<file path="src/rtl/chunk_add_seq_if.sv">
// Bundle of the operand stream, result stream and external 4-bit adder
// signals for chunk_add_seq; the slave modport is the sequencer's view.
interface chunk_add_seq_if #(
  parameter int NUM_NIBBLES = 4
);
  localparam int W = 4 * NUM_NIBBLES;

  logic         in_valid;
  logic         in_ready;
  logic [W-1:0] in_a;
  logic [W-1:0] in_b;
  logic         in_cin;

  logic [3:0]   adder_a;
  logic [3:0]   adder_b;
  logic         adder_cin;
  logic [3:0]   adder_sum;
  logic         adder_cout;

  logic         out_valid;
  logic         out_ready;
  logic [W-1:0] out_sum;
  logic         out_cout;

  logic         busy;

  modport slave (
    input  in_valid, in_a, in_b, in_cin,
    input  adder_sum, adder_cout,
    input  out_ready,
    output in_ready,
    output adder_a, adder_b, adder_cin,
    output out_valid, out_sum, out_cout,
    output busy
  );

  modport master (
    output in_valid, in_a, in_b, in_cin,
    output adder_sum, adder_cout,
    output out_ready,
    input  in_ready,
    input  adder_a, adder_b, adder_cin,
    input  out_valid, out_sum, out_cout,
    input  busy
  );
endinterface

</file>
<file path="src/rtl/chunk_add_seq.sv">
// Sequential W-bit adder that reuses one external 4-bit full adder,
// rippling the carry through one nibble per clock, LSB first.
module chunk_add_seq #(
  parameter int NUM_NIBBLES = 4
) (
  input  logic            clk,
  input  logic            reset_n,
  chunk_add_seq_if.slave  bus
);
  localparam int W     = 4 * NUM_NIBBLES;
  localparam int IDX_W = $clog2(NUM_NIBBLES);

  typedef enum logic [1:0] {
    IDLE,
    RUN,
    DONE
  } state_t;

  state_t           state;
  logic [IDX_W-1:0] idx;
  logic             carry;
  logic [W-1:0]     a_reg;
  logic [W-1:0]     b_reg;
  logic [W-1:0]     sum_reg;

  logic [3:0]       a_nib;
  logic [3:0]       b_nib;
  logic             in_run;
  logic             in_done;

  assign in_run  = (state == RUN);
  assign in_done = (state == DONE);

  // {idx,2'b00} is the bit offset 4*idx of the active nibble.
  assign a_nib = a_reg[{idx, 2'b00} +: 4];
  assign b_nib = b_reg[{idx, 2'b00} +: 4];

  assign bus.in_ready  = (state == IDLE);
  assign bus.busy      = (state != IDLE);
  assign bus.out_valid = in_done;

  assign bus.adder_a   = in_run ? a_nib : 4'h0;
  assign bus.adder_b   = in_run ? b_nib : 4'h0;
  assign bus.adder_cin = in_run & carry;

  assign bus.out_sum   = in_done ? sum_reg : '0;
  assign bus.out_cout  = in_done & carry;

  always_ff @(posedge clk or negedge reset_n) begin
    if (!reset_n) begin
      state   <= IDLE;
      idx     <= '0;
      carry   <= 1'b0;
      a_reg   <= '0;
      b_reg   <= '0;
      sum_reg <= '0;
    end else begin
      case (state)
        IDLE: begin
          if (bus.in_valid) begin
            a_reg   <= bus.in_a;
            b_reg   <= bus.in_b;
            carry   <= bus.in_cin;
            idx     <= '0;
            sum_reg <= '0;
            state   <= RUN;
          end
        end
        RUN: begin
          sum_reg[{idx, 2'b00} +: 4] <= bus.adder_sum;
          carry                      <= bus.adder_cout;
          // The last nibble parks idx so no extra capture can follow.
          if (idx == IDX_W'(NUM_NIBBLES - 1)) begin
            state <= DONE;
          end else begin
            idx <= idx + IDX_W'(1);
          end
        end
        DONE: begin
          if (bus.out_ready) begin
            state <= IDLE;
          end
        end
        default: begin
          state <= IDLE;
        end
      endcase
    end
  end
endmodule

</file>
<file path="src/flat_wrapper.sv">
// flat-port wrapper written by rule: the top's interface ports become plain ports
module chunk_add_seq_flat 
#(
  parameter int NUM_NIBBLES = 4
)
  (clk, reset_n, bus_in_valid, bus_in_a, bus_in_b, bus_in_cin, bus_adder_sum, bus_adder_cout, bus_out_ready, bus_in_ready, bus_adder_a, bus_adder_b, bus_adder_cin, bus_out_valid, bus_out_sum, bus_out_cout, bus_busy);
  chunk_add_seq_if #(.NUM_NIBBLES(NUM_NIBBLES)) bus_i ();
  input  logic clk;
  input  logic reset_n;
  input wire logic [$bits(bus_i.in_valid)-1:0] bus_in_valid;
  input wire logic [$bits(bus_i.in_a)-1:0] bus_in_a;
  input wire logic [$bits(bus_i.in_b)-1:0] bus_in_b;
  input wire logic [$bits(bus_i.in_cin)-1:0] bus_in_cin;
  input wire logic [$bits(bus_i.adder_sum)-1:0] bus_adder_sum;
  input wire logic [$bits(bus_i.adder_cout)-1:0] bus_adder_cout;
  input wire logic [$bits(bus_i.out_ready)-1:0] bus_out_ready;
  output wire logic [$bits(bus_i.in_ready)-1:0] bus_in_ready;
  output wire logic [$bits(bus_i.adder_a)-1:0] bus_adder_a;
  output wire logic [$bits(bus_i.adder_b)-1:0] bus_adder_b;
  output wire logic [$bits(bus_i.adder_cin)-1:0] bus_adder_cin;
  output wire logic [$bits(bus_i.out_valid)-1:0] bus_out_valid;
  output wire logic [$bits(bus_i.out_sum)-1:0] bus_out_sum;
  output wire logic [$bits(bus_i.out_cout)-1:0] bus_out_cout;
  output wire logic [$bits(bus_i.busy)-1:0] bus_busy;
  assign bus_i.in_valid = bus_in_valid;
  assign bus_i.in_a = bus_in_a;
  assign bus_i.in_b = bus_in_b;
  assign bus_i.in_cin = bus_in_cin;
  assign bus_i.adder_sum = bus_adder_sum;
  assign bus_i.adder_cout = bus_adder_cout;
  assign bus_i.out_ready = bus_out_ready;
  assign bus_in_ready = bus_i.in_ready;
  assign bus_adder_a = bus_i.adder_a;
  assign bus_adder_b = bus_i.adder_b;
  assign bus_adder_cin = bus_i.adder_cin;
  assign bus_out_valid = bus_i.out_valid;
  assign bus_out_sum = bus_i.out_sum;
  assign bus_out_cout = bus_i.out_cout;
  assign bus_busy = bus_i.busy;
  chunk_add_seq #(.NUM_NIBBLES(NUM_NIBBLES)) u_core (.clk(clk), .reset_n(reset_n), .bus(bus_i));
endmodule
</file>
<file path="config.mk">
export PLATFORM = sky130hd
export DESIGN_NAME = chunk_add_seq_flat
export DESIGN_NICKNAME = d
export VERILOG_FILES = /design/src/rtl/chunk_add_seq_if.sv /design/src/rtl/chunk_add_seq.sv /design/src/flat_wrapper.sv
export SDC_FILE = /design/constraint.sdc
export NUM_CORES = 1
export LEC_CHECK = 0
export ABC_AREA = 1
export ABC_CLOCK_PERIOD_IN_PS = 1800
export CAP_MARGIN = 0
export CORE_MARGIN = 2
export CORE_UTILIZATION = 45
export DETAILED_ROUTE_END_ITERATION = 6
export PLACE_DENSITY = 0.75
export SYNTH_ARGS = -nofsm -noshare
export SYNTH_HDL_FRONTEND = slang
export SYNTH_SLANG_ARGS = --single-unit
</file>
<file path="constraint.sdc">
create_clock -name clk -period 1.8 [get_ports clk]
set_input_delay 0.36 -clock clk [delete_from_list [all_inputs] [get_ports clk]]
set_output_delay 0.36 -clock clk [all_outputs]
set_load 0.02 [all_outputs]
</file>
; ---- Word level (Yosys, flattened, before mapping)
; Cells that the tools add are included.
[word_totals]
regBits = 53
input_bits = 42
out_inout_bits = 29
word_cells = 43
[op_classes]
n_addsub = 2
n_eq_ne = 7
shifts = 4
n_mux = 15
bitwise = 2
reduce_logical = 7
[op_table]
columns = operator, count
row1 = 16-bit two-way mux, 2
row2 = 16-bit case mux with 2 select lines, 1
row3 = 16-bit by 5-bit variable part select with 4-bit output, 2
row4 = 16-bit bitwise mux, 1
row5 = 4-bit by 6-bit variable shift with 16-bit output (first input constant), 1
row6 = 4-bit by 6-bit variable part select with 16-bit output, 1
row7 = 2-bit two-way mux, 5
row8 = 4-bit two-way mux, 2
row9 = 2-bit != test (second input constant), 4
row10 = 4-bit negator with 6-bit output, 1
row11 = 2-bit case mux with 3 select lines, 1
row12 = 3-bit AND reduction, 2
row13 = 2-bit equality test (second input constant), 2
row14 = 2-bit case mux with 2 select lines, 1
row15 = 2-bit AND reduction, 2
row16 = 2-bit nonzero test, 2
row17 = 2-bit by 1-bit adder with 2-bit output (second input constant), 1
row18 = 1-bit bitwise AND, 2
row19 = 2-bit by 1-bit equality test with 1-bit output (second input constant), 1
row20 = 2-bit zero test, 1
row21 = 1-bit case mux with 2 select lines, 1
row22 = 1-bit two-way mux, 1

; ---- Depth between registers and ports, before layout
[logic_depth]
word_depth = 4
ltp_mapped = 7
ltp_nobuf = 6

; ---- Worst setup path before layout
; No wires, ideal clock.
[synth_timing]
path_kind = flip-flop to output port
startpoint = register u_core.state[1]
endpoint = output bus_out_sum[10]
arrival_ns = 1.289
required_ns = 1.440
path_slack_ns = 0.151
path_stages_with_launch = 6
path_buffers = 1
cell_sequence = dfrtp_1 > inv_2 > nor2_2 > inv_2 > buf_2 > nor2_1
[synth_via]
elab_chain_cells = 2
[synth_rtl]
columns = item, line
row1 = "start, declared", chunk_add_seq.sv:19  ; state_t state;
row2 = "start signal, assigned", chunk_add_seq.sv:51  ; state <= IDLE;
row3 = "start signal, assigned", chunk_add_seq.sv:66  ; state <= RUN;
row4 = "start signal, assigned", chunk_add_seq.sv:74  ; state <= DONE;
row5 = 2-bit equality test, chunk_add_seq.sv:32  ; assign in_done = (state == DONE);
row6 = named net bus_out_valid, flat_wrapper.sv:21  ; output wire logic [$bits(bus_i.out_valid)-1:0] bus_out_valid;
row7 = 16-bit two-way mux, chunk_add_seq.sv:46  ; assign bus.out_sum = in_done ? sum_reg : '0;
row8 = "end, declared", flat_wrapper.sv:22  ; output wire logic [$bits(bus_i.out_sum)-1:0] bus_out_sum;
; The timed path passes the listed nets, and every way through them passes these cells.

; ---- Worst setup path after layout
[layout_timing]
startpoint = register u_core.idx[0]
endpoint = output bus_adder_a[0]
[layout_via]
elab_chain_cells = 2
[layout_rtl]
columns = item, line
row1 = "start, declared", chunk_add_seq.sv:20  ; logic [IDX_W-1:0] idx;
row2 = "start signal, assigned", chunk_add_seq.sv:76  ; idx <= idx + IDX_W'(1);
row3 = 16-bit by 5-bit variable part select with 4-bit output, chunk_add_seq.sv:35  ; assign a_nib = a_reg[{idx, 2'b00} +: 4];
row4 = 4-bit two-way mux, chunk_add_seq.sv:42  ; assign bus.adder_a = in_run ? a_nib : 4'h0;
row5 = "end, declared", flat_wrapper.sv:18  ; output wire logic [$bits(bus_i.adder_a)-1:0] bus_adder_a;
; Every way passes these cells.

==> impl_results.md <==
* Status: finished, violations left
* Failing checks: negative setup slack
* RSZ-0062 raised after global routing: yes
* Clk Latency, worst-skew pair at 0.30 ns
* DR vias/cell at 4.81
* Startpoint types: flip-flop
* Slew @ Worst Pin at 0.487 ns
* Pin count of the biggest net entering global routing at 66
* Mapped cell area at 2680 sq um
* Netlist cell types at 20
* CP max stage delay at 0.46 ns
* Synth Area in Compound Gates at 9.37%
* Starting Density at 45.9%
* Most used DFF post-synth: dfrtp_1
* Vias in the first global route at 2384
* Max cap viols at 0
* Worst Skew at 0.00553 ns
* Hold Path Class: input port to async pin
* Core area at 5850 sq um
* Chip height at 81.2 um
* Max Freq at 0.553 GHz
* Yosys warns at 0
* Antenna violations before repair at 0
* GRT Resource Usage Total at 20.6%
* Clk root buf: clkbuf_8
* Initial DRC count at 73
* Final Hold Vio Count at 0
* Static leakage at 1.73 nW
* CTS Sinks at 53
* Synth Area in XOR/XNOR at 0%
* Critical Path Sink Type: output pin
* Syn_nets at 399
* Critical path class: flip-flop to output pin
* Fraction of layout cells with a size suffix above 1 at 17.8%
* Routability cong. at 0.894
* Crit-path cells: buf_12 -> nand2_1 -> nand3_1 -> a21oi_2 -> buf_4
* GRT overflow at 0
* 1st-pass router iterations at 4
* Drt wl/cell at 12.5 um
* Crit-path leading delay family: flip-flops
* Mux share of post-synthesis cell area at 0%
* Worst-path cell with the longest stage delay: dfrtp_2
* FILL cells at 529
* Final WS setup at -0.00769 ns
* # nets final at 476
* Num CTS Buffers at 5
* Yosys reg bits at 53
* Largest family of logic cells by synthesized area: simple AND/OR/NAND/NOR gates
* Synth async-reset ratio at 100%
* Post-CTS setup buffer count at 0
* Die width at 81.2 um
* Antenna Cells at 0
* Cell Rows at 28
* R2r startpoint: u_core.idx[1]$_DFFE_PN0P_
* Global-route wire length before repair at 10400 um
* Total power at 5.35 mW
* R2R Setup Slk at 0.13 ns
* Crit. path cell count at 5
* Post-synthesis adder-cell area fraction at 2.80%
* R2r endpoint: u_core.sum_reg[14]$_DFFE_PN0P_
* Clock Path Buffers at 2
* EDFF count, synth at 0
* CTS tree: done
* Drt drc at 0
* Io pins at 71
* Fin. max-slew vios at 0
* Power density over cell area at 1480 nW/um^2
* Tcrit/Tclk final at 100%
* Slew HR at 67.5%
* CTS Hold Buffers Added at 0
* DRT Wirelength at 6250 um
* Die ar. at 6600 sq um
* Critical Path AT at 1.45 ns
* Worst-path clk slew at 0.09 ns
* CP Data Required Time at 1.44 ns
* Number of H-tree levels at 2
* # port buffers at 70
* Syn Inst Count at 351
* Count of final setup violators at 1
* Vias at 2416
* Worst r2r path cells at 6
* Post-DRT Antenna Nets at 0
* CP endpoint: bus_adder_a[0]
* Buf/Inv on CP at 2
* Mean Syn Cell Area at 7.65 sq um
* Crit path time final at 1.81 ns
* Register area share after synthesis at 49.4%
* Detailed Place HPWL at 4660 um
* Worst-path fanout max at 20
* CP Launch Point: u_core.idx[0]$_DFFE_PN0P_
* Maximum vdd ir drop at 1.01 mV
* Simple-gate area share of the yosys netlist at 25.8%
* Place WS at -0.114 ns
* Area grow syn2layout at 34.4%
Yosys cell counts, types with 3 or more instances:
master / count / share of area, %
buf_6: 5 / 2.1
ha_1: 6 / 2.8
a21oi_1: 8 / 1.5
nor2_1: 24 / 3.4
o21ai_0: 18 / 3.4
clkbuf_1: 3 / 0.42
inv_1: 57 / 8.0
inv_2: 4 / 0.56
nor2_2: 3 / 0.70
buf_2: 6 / 1.1
nand2_1: 92 / 13
nand3_1: 43 / 8.0
o21ai_1: 23 / 4.3
dfrtp_1: 53 / 49
report_power, final:
group          switching (mW)  internal, mW
combinational            1.79          1.11
sequential              0.187          1.65
clock                   0.366         0.257
how the worst min path moves through the flow:
stage,start,endpoint,slack [ns],depth (start not counted)
2_1_floorplan,reset_n,u_core.a_reg[0]$_DFFE_PN0P_,0.06,0
3_3_place_gp,reset_n,u_core.sum_reg[13]$_DFFE_PN0P_,0.35,1
3_5_place_dp,reset_n,u_core.sum_reg[13]$_DFFE_PN0P_,0.35,1
4_1_cts,reset_n,u_core.b_reg[11]$_DFFE_PN0P_,0.01,1
5_1_grt,reset_n,u_core.sum_reg[12]$_DFFE_PN0P_,0.03,1
6_report,reset_n,u_core.sum_reg[13]$_DFFE_PN0P_,0.005,1
logic make-up after synthesis:
logic type               Yosys count
AO/OA/AOI/OAI                     50
buffers and inverters             77
AND/OR/NAND/NOR                  165
adder cells (fa/ha/maj)            6
flip-flops                        53
cells in the final DEF (no fill, tap or decap), types with 10 or more instances in the layout:
cell type         n
nand3_1          39
nand2_1          89
o21ai_1          23
buf_2            10
buf_4            19
nor2_1           24
inv_1            57
dfrtp_1          51
clkdlybuf4s50_1  40
o21ai_0          18
cell type report:
class                      count  area (sq um)  area share [%]
clock buffer                   5          68.8            1.91
clock inverter                 1          5.00           0.139
inverter                      62           241            6.70
multi-input combinational    221          1090            30.2
sequential                    53          1330            36.8
tap                           75          93.8            2.60
timing repair buffer          85           781            21.7
per-stage QoR:
step | cells | utilization [%] | TNS [ns] | area, sq um | hold slack [ns]
final | 502 | 61.6 | -0.00769 | 3610 | 0.00506
after global routing | 502 | 61.6 | -0.270 | 3610 | 0.0263
after CTS | 502 | 60.9 | -0.00439 | 3560 | 0.0123
after detailed placement | 496 | 59.9 | -0.742 | 3510 | 0.346
after global placement | 496 | 59.9 | -0.448 | 3510 | 0.346
after floorplan | 351 | - | 0 | 2680 | 0.0644
repair_timing:
action                     in CTS  in global routing
pin swaps                       0                  6
gates resized for setup        94                 39
cloned                          0                  0
setup endpoints to repair      29                 26
per-layer routing:
| layer | vias to the layer above | routed length [um] | track usage (%) |
|---|---|---|---|
| met5 | - | 0 | 0 |
| li1 | 1231 | - | - |
| met1 | 1116 | 2610 | 24.1 |
| met2 | 64 | 3320 | 38.1 |
| met4 | 0 | 43 | 5.42 |
| met3 | 5 | 279 | 4.22 |
No activity file was read; power rests on OpenSTA's default activity.
